===== config.mk =====
export PLATFORM = sky130hd
export DESIGN_NAME = lane_encoder_8b10b
export DESIGN_NICKNAME = d
export VERILOG_FILES = /design/src/rtl/aurora_pkg.sv /design/src/rtl/enc_5b6b_3b4b.sv /design/src/rtl/lane_encoder_8b10b.sv
export SDC_FILE = /design/constraint.sdc
export NUM_CORES = 1
export LEC_CHECK = 0
export CAP_MARGIN = 30
export CORE_MARGIN = 2
export CORE_UTILIZATION = 48
export DETAILED_ROUTE_END_ITERATION = 6
export PLACE_DENSITY_LB_ADDON = 0.3
export SYNTH_ARGS = -nofsm -noshare
export SYNTH_HDL_FRONTEND = slang
export SYNTH_SLANG_ARGS = --single-unit
export TNS_END_PERCENT = 1

===== constraint.sdc =====
create_clock -name clk -period 1.6 [get_ports clk]
set_input_delay 0.32 -clock clk [delete_from_list [all_inputs] [get_ports clk]]
set_output_delay 0.32 -clock clk [all_outputs]
set_load 0.03 [all_outputs]

===== src/rtl/aurora_pkg.sv =====
// Shared types and K-code constants for the per-lane 8b/10b encoder.
// Latency: none (declarations and a combinational helper only).
// Backpressure: not applicable.
package aurora_pkg;

    typedef enum logic {
        RD_NEG = 1'b0,
        RD_POS = 1'b1
    } rd_e;

    localparam int ENCODER_DATA_IN_SIZE  = 8;
    localparam int ENCODER_DATA_OUT_SIZE = 10;

    localparam logic [7:0] K28_0 = 8'h1C;
    localparam logic [7:0] K28_1 = 8'h3C;
    localparam logic [7:0] K28_2 = 8'h5C;
    localparam logic [7:0] K28_3 = 8'h7C;
    localparam logic [7:0] K28_4 = 8'h9C;
    localparam logic [7:0] K28_5 = 8'hBC;
    localparam logic [7:0] K28_6 = 8'hDC;
    localparam logic [7:0] K28_7 = 8'hFC;
    localparam logic [7:0] K23_7 = 8'hF7;
    localparam logic [7:0] K27_7 = 8'hFB;
    localparam logic [7:0] K29_7 = 8'hFD;
    localparam logic [7:0] K30_7 = 8'hFE;

    // True for the twelve control characters the encoder can emit.
    function automatic logic k_code_ok(input logic [7:0] b);
        return (b == K28_0) || (b == K28_1) || (b == K28_2) || (b == K28_3) ||
               (b == K28_4) || (b == K28_5) || (b == K28_6) || (b == K28_7) ||
               (b == K23_7) || (b == K27_7) || (b == K29_7) || (b == K30_7);
    endfunction

endpackage


===== src/rtl/enc_5b6b_3b4b.sv =====
// Combinational 8b/10b symbol encoder: byte + K flag + RD in, symbol + RD out.
// Latency: 0 cycles (pure logic, registered by the parent).
// Backpressure: none; the parent decides when the result is consumed.
module enc_5b6b_3b4b
    import aurora_pkg::*;
(
    input  logic [7:0] data,
    input  logic       k,
    input  rd_e        rd_in,
    output logic [9:0] symbol,
    output rd_e        rd_out,
    output logic       k_err
);

    // {unbalanced, abcdei as sent at RD-}; RD+ form is the complement for
    // unbalanced codes and for D.07.
    function automatic logic [6:0] code6_neg(input logic [4:0] x);
        case (x)
            5'd0:    return {1'b1, 6'b100111};
            5'd1:    return {1'b1, 6'b011101};
            5'd2:    return {1'b1, 6'b101101};
            5'd3:    return {1'b0, 6'b110001};
            5'd4:    return {1'b1, 6'b110101};
            5'd5:    return {1'b0, 6'b101001};
            5'd6:    return {1'b0, 6'b011001};
            5'd7:    return {1'b0, 6'b111000};
            5'd8:    return {1'b1, 6'b111001};
            5'd9:    return {1'b0, 6'b100101};
            5'd10:   return {1'b0, 6'b010101};
            5'd11:   return {1'b0, 6'b110100};
            5'd12:   return {1'b0, 6'b001101};
            5'd13:   return {1'b0, 6'b101100};
            5'd14:   return {1'b0, 6'b011100};
            5'd15:   return {1'b1, 6'b010111};
            5'd16:   return {1'b1, 6'b011011};
            5'd17:   return {1'b0, 6'b100011};
            5'd18:   return {1'b0, 6'b010011};
            5'd19:   return {1'b0, 6'b110010};
            5'd20:   return {1'b0, 6'b001011};
            5'd21:   return {1'b0, 6'b101010};
            5'd22:   return {1'b0, 6'b011010};
            5'd23:   return {1'b1, 6'b111010};
            5'd24:   return {1'b1, 6'b110011};
            5'd25:   return {1'b0, 6'b100110};
            5'd26:   return {1'b0, 6'b010110};
            5'd27:   return {1'b1, 6'b110110};
            5'd28:   return {1'b0, 6'b001110};
            5'd29:   return {1'b1, 6'b101110};
            5'd30:   return {1'b1, 6'b011110};
            default: return {1'b1, 6'b101011};
        endcase
    endfunction

    logic [7:0] code;
    logic [4:0] x;
    logic [2:0] y;
    logic       k28;
    logic [6:0] t6;
    logic       inv6;
    logic [5:0] abcdei;
    rd_e        rd_mid;
    logic       alt7;
    logic [3:0] fghj_neg;
    logic       unbal4;
    logic       inv4;
    logic [3:0] fghj;

    // Encode 5b/6b from the incoming RD, then 3b/4b from the intermediate RD.
    always_comb begin
        k_err  = k && !k_code_ok(data);
        // An unsupported K is replaced by the comma so the link keeps its alignment.
        code   = k_err ? K28_5 : data;
        x      = code[4:0];
        y      = code[7:5];
        k28    = k && (x == 5'd28);

        t6     = k28 ? {1'b1, 6'b001111} : code6_neg(x);
        // D.07 is balanced but still alternates its form with RD to bound run length.
        inv6   = (rd_in == RD_POS) && (t6[6] || (x == 5'd7));
        abcdei = inv6 ? ~t6[5:0] : t6[5:0];
        rd_mid = t6[6] ? ((rd_in == RD_POS) ? RD_NEG : RD_POS) : rd_in;

        // A7 avoids a run of five identical bits across the e/i-f boundary.
        alt7   = k ||
                 ((rd_mid == RD_NEG) && ((x == 5'd17) || (x == 5'd18) || (x == 5'd20))) ||
                 ((rd_mid == RD_POS) && ((x == 5'd11) || (x == 5'd13) || (x == 5'd14)));
        case (y)
            3'd0:    fghj_neg = 4'b1011;
            3'd1:    fghj_neg = 4'b1001;
            3'd2:    fghj_neg = 4'b0101;
            3'd3:    fghj_neg = 4'b1100;
            3'd4:    fghj_neg = 4'b1101;
            3'd5:    fghj_neg = 4'b1010;
            3'd6:    fghj_neg = 4'b0110;
            default: fghj_neg = alt7 ? 4'b0111 : 4'b1110;
        endcase
        unbal4 = (y == 3'd0) || (y == 3'd4) || (y == 3'd7);
        // K28.1/.2/.5/.6 flip their balanced 4b form when the 6b half left RD-.
        if (rd_mid == RD_POS) begin
            inv4 = unbal4 || (y == 3'd3);
        end else begin
            inv4 = k28 && ((y == 3'd1) || (y == 3'd2) || (y == 3'd5) || (y == 3'd6));
        end
        fghj   = inv4 ? ~fghj_neg : fghj_neg;

        symbol = {abcdei, fghj};
        rd_out = unbal4 ? ((rd_mid == RD_POS) ? RD_NEG : RD_POS) : rd_mid;
    end

endmodule


===== src/rtl/lane_encoder_8b10b.sv =====
// Per-lane 8b/10b encoder with running-disparity state and one output register.
// Latency: 1 clk from a valid byte to its symbol on data_out.
// Backpressure: none; valid_in low holds symbol and RD and drops valid_out.
module lane_encoder_8b10b
    import aurora_pkg::*;
#(
    // Only the 8-bit byte / 10-bit symbol pairing is supported.
    parameter int DATA_IN_SIZE  = ENCODER_DATA_IN_SIZE,
    parameter int DATA_OUT_SIZE = ENCODER_DATA_OUT_SIZE
) (
    input  logic                     clk,
    input  logic                     rst_n,
    input  logic                     valid_in,
    input  logic                     ctrl_in,
    input  logic [DATA_IN_SIZE-1:0]  data_in,
    output logic                     valid_out,
    output logic [DATA_OUT_SIZE-1:0] data_out,
    output logic                     rd_out,
    output logic                     code_err
);

    rd_e                      rd_q;
    logic [DATA_OUT_SIZE-1:0] enc_symbol;
    rd_e                      enc_rd;
    logic                     enc_k_err;

    enc_5b6b_3b4b u_enc (
        .data   (data_in),
        .k      (ctrl_in),
        .rd_in  (rd_q),
        .symbol (enc_symbol),
        .rd_out (enc_rd),
        .k_err  (enc_k_err)
    );

    // Register the symbol and chain RD on every valid byte; idle cycles hold both.
    always_ff @(posedge clk or negedge rst_n) begin
        if (!rst_n) begin
            valid_out <= 1'b0;
            data_out  <= '0;
            rd_q      <= RD_NEG;
            code_err  <= 1'b0;
        end else if (valid_in) begin
            valid_out <= 1'b1;
            data_out  <= enc_symbol;
            rd_q      <= enc_rd;
            code_err  <= enc_k_err;
        end else begin
            valid_out <= 1'b0;
            code_err  <= 1'b0;
        end
    end

    assign rd_out = (rd_q == RD_POS);

endmodule

==> flow_summary.yaml <==
critical_path:
  rrSetupSlack_ps: -110
  crit_required_ps: 1770
  max_stage_delay_ps: 390
  arrival_ps: 3300
  crit_family: "simple AND/OR/NAND/NOR gates"
  crit_slowest_cell: "a2111o_1"
  r2r_start: "rd_out"
  startpoint: "data_in[7]"
  cp_max_fo: 4
  setup.worst_path.start_class: "primary input"
  crit_chain: "dlygate4sd2_1 -> and3_4 -> o21ai_4 -> o21ai_4 -> and2_4 -> inv_4 -> ha_4 -> nor2_1 -> a21oi_1 -> a32oi_2 -> or2_1 -> and3b_2 -> nor4_4 -> nor3b_2 -> and3_1 -> a2111o_1"
  crit_buf_inv: 2
  worstSetupPathType: "in -> reg"
  crit_path_end_kind: "flip-flop"
  path_common_cell: "o21ai_4"
drt:
  first_pass_iters: 4
  vias_per_cell: 6.00
  wl_per_cell_um: 16.6
  vias: 1729
  drt_iter0_drc: 81
  ant_nets: 0
  wirelength_mm: 4.78
  drc: 0
power_and_ir_drop:
  vdd.ir_drop.worst_mv: 1.12
  power_leakage_nw: 1.03
  p_per_area_mw_per_mm2: 881
  finalPower_mw: 2.00
timing:
  tightest_slew_ps: 558
  hold_violations: 0
  finalMaxSlewViolations: 0
  fin_ws_ps: -1520
  min_period_ps: 3120
  setup_violations: 11
  fin_skew_ps: 9.35
  post-route-period-util_pct: 195
  fmax_mhz: 320
  relSlewSlack_pct: 62.7
  rsz0062_at_grt: "true"
placement:
  place_congestion: 0.862
  placed_area_mm2: 0.00206
  port_buffers: 24
  hpwl_mm: 3.16
grt:
  grt_pass1_wl_mm: 7.13
  grt_pass1_vias: 1652
  antenna_found_initial: 0
  grt_overflow_total: 0
  track_usage_pct: 26.8
  grt_max_degree: 23
clocking:
  cts_hold_buf: 0
  cts.sinks: 13
  cts_htree_levels: 1
  path_clk_slew_ps: 80
  clk_latency_ps: 280
  cts_buffer_depth: 2
  cts_inserted_buffers: 3
  cts-root-buf: "clkbuf_4"
  cts_tree: "built"
hold_path:
  hp-class: "in -> async"
floorplan:
  io_pins: 25
  die_y_um: 58.2
  fp.dieW_um: 58.2
  start_util_pct: 50.7
  num_rows: 19
  dieArea_mm2: 0.00338
  coreArea_mm2: 0.00278
run:
  cap_violations: 0
yosys:
  synthesis.nets: 205
  syn_inst: 185
  async_reset_ff_share_pct: 100
  ys_seq_area_share_pct: 23.1
  syn_avg_cell_area_um2: 7.62
  synth_area_mm2: 0.00141
  yosysTopAreaCellShare_pct: 23.1
  ys_top_cells_by_area: "dfrtp_1 (23%), ha_1 (7.1%), nor2_1 (5.1%)"
  synthFlopType: "dfrtp_1"
  yosysUniqueCellTypes: 46
  netlist.top_cell.by_area: "dfrtp_1"
  ys_ff_latch: 13
  synth_edf_count: 0
  yosys_warnings: 0
finish:
  layout_common_cells: "buf_4 (52), nor2_1 (19), nand2_1 (17)"
  nets: 278
  area_delta_synth_final_pct: 61.5
  fin_area_mm2: 0.00227
  drive_gt1_share_pct: 37.7
  layout_commonest_cell: "buf_4"
  antennaDiodeCount: 0
outcome:
  violations: "setup timing"
  outcome: "complete, but fails checks"
flip-flops by register name (all words and copies together), names as in the netlist:
register / cells
valid_out: 1
code_err: 1
rd_out: 1
data_out: 10
cells in the mapped netlist (2+ instances only):
library cell	number
nand2_1	18
a21oi_1	14
inv_1	4
and3_1	4
nor3_1	4
a211oi_1	4
o21ai_2	3
buf_2	6
nor4_1	3
nand4_1	2
a31oi_1	3
nor2_1	19
mux2_2	5
xor2_1	5
or3_1	2
dfrtp_1	13
nand3_1	4
and2_1	3
clkbuf_1	5
ha_1	8
o211ai_1	3
mux2i_1	4
xnor2_1	8
a221oi_1	3
nand2b_1	4
o21ai_0	14
cells by family after synthesis:
kind of cell	after synthesis	synth area share (%)
xor+xnor	13	8.08
buf+inv	17	5.06
flops	13	23.1
mux	9	6.84
compound gates	54	24.7
fa+ha+maj	9	7.82
simple gates	70	24.4
final cells by class:
cell class,count,area [um^2]
multi-input combinational,155,1210
timing repair buffer,80,652
fill,183,507
sequential,13,325
tap,31,38.8
clock buffer,4,26.3
inverter,5,21.3
per-layer routing:
metal | global-route usage [%] | part of all wire (%)
met5 | 0 | 0
met4 | 9.97 | 3.4
met3 | 1.79 | 7.3
met2 | 49.5 | 51
met1 | 32.3 | 38
through the flow:
stage               hold slack, ps  utilization (%)  instances  setup WS [ps]  TNS (ps)
finish                         393             81.8        288          -1520    -14020
global route                   453             81.8        288          -1640    -15470
CTS                            416             78.2        285          -1470    -13700
detailed placement             503             74.2        274          -2190    -22090
global placement               488             74.2        274          -2060    -21150
floorplan                     24.4                -        185          -1590    -15050
worst paths after layout:
kind,to,cells past startpoint
setup / recovery,data_out[0],16
hold / removal,data_out[4],1
setup reg to reg,data_out[0],5
hold reg to reg,data_out[2],1
max in group asynchronous,code_err,1
min in group clk,data_out[2],1
timing repair:
action | 4_1_cts | 5_1_grt
pin swaps | 15 | 17
endpoints found under the hold margin | 0 | 0
endpoints found under the setup margin | 24 | 12
gates cloned | 0 | 0
buffers inserted | 7 | 3
gates resized for setup | 44 | 17
report_power, final:
part	switching (mW)	internal (mW)	total (mW)
clock	0.108	0.0968	0.205
sequential	0.0652	0.446	0.511
combinational	0.716	0.572	1.29
total	0.889	1.11	2.00
No activity file was read; power rests on OpenSTA's default activity.
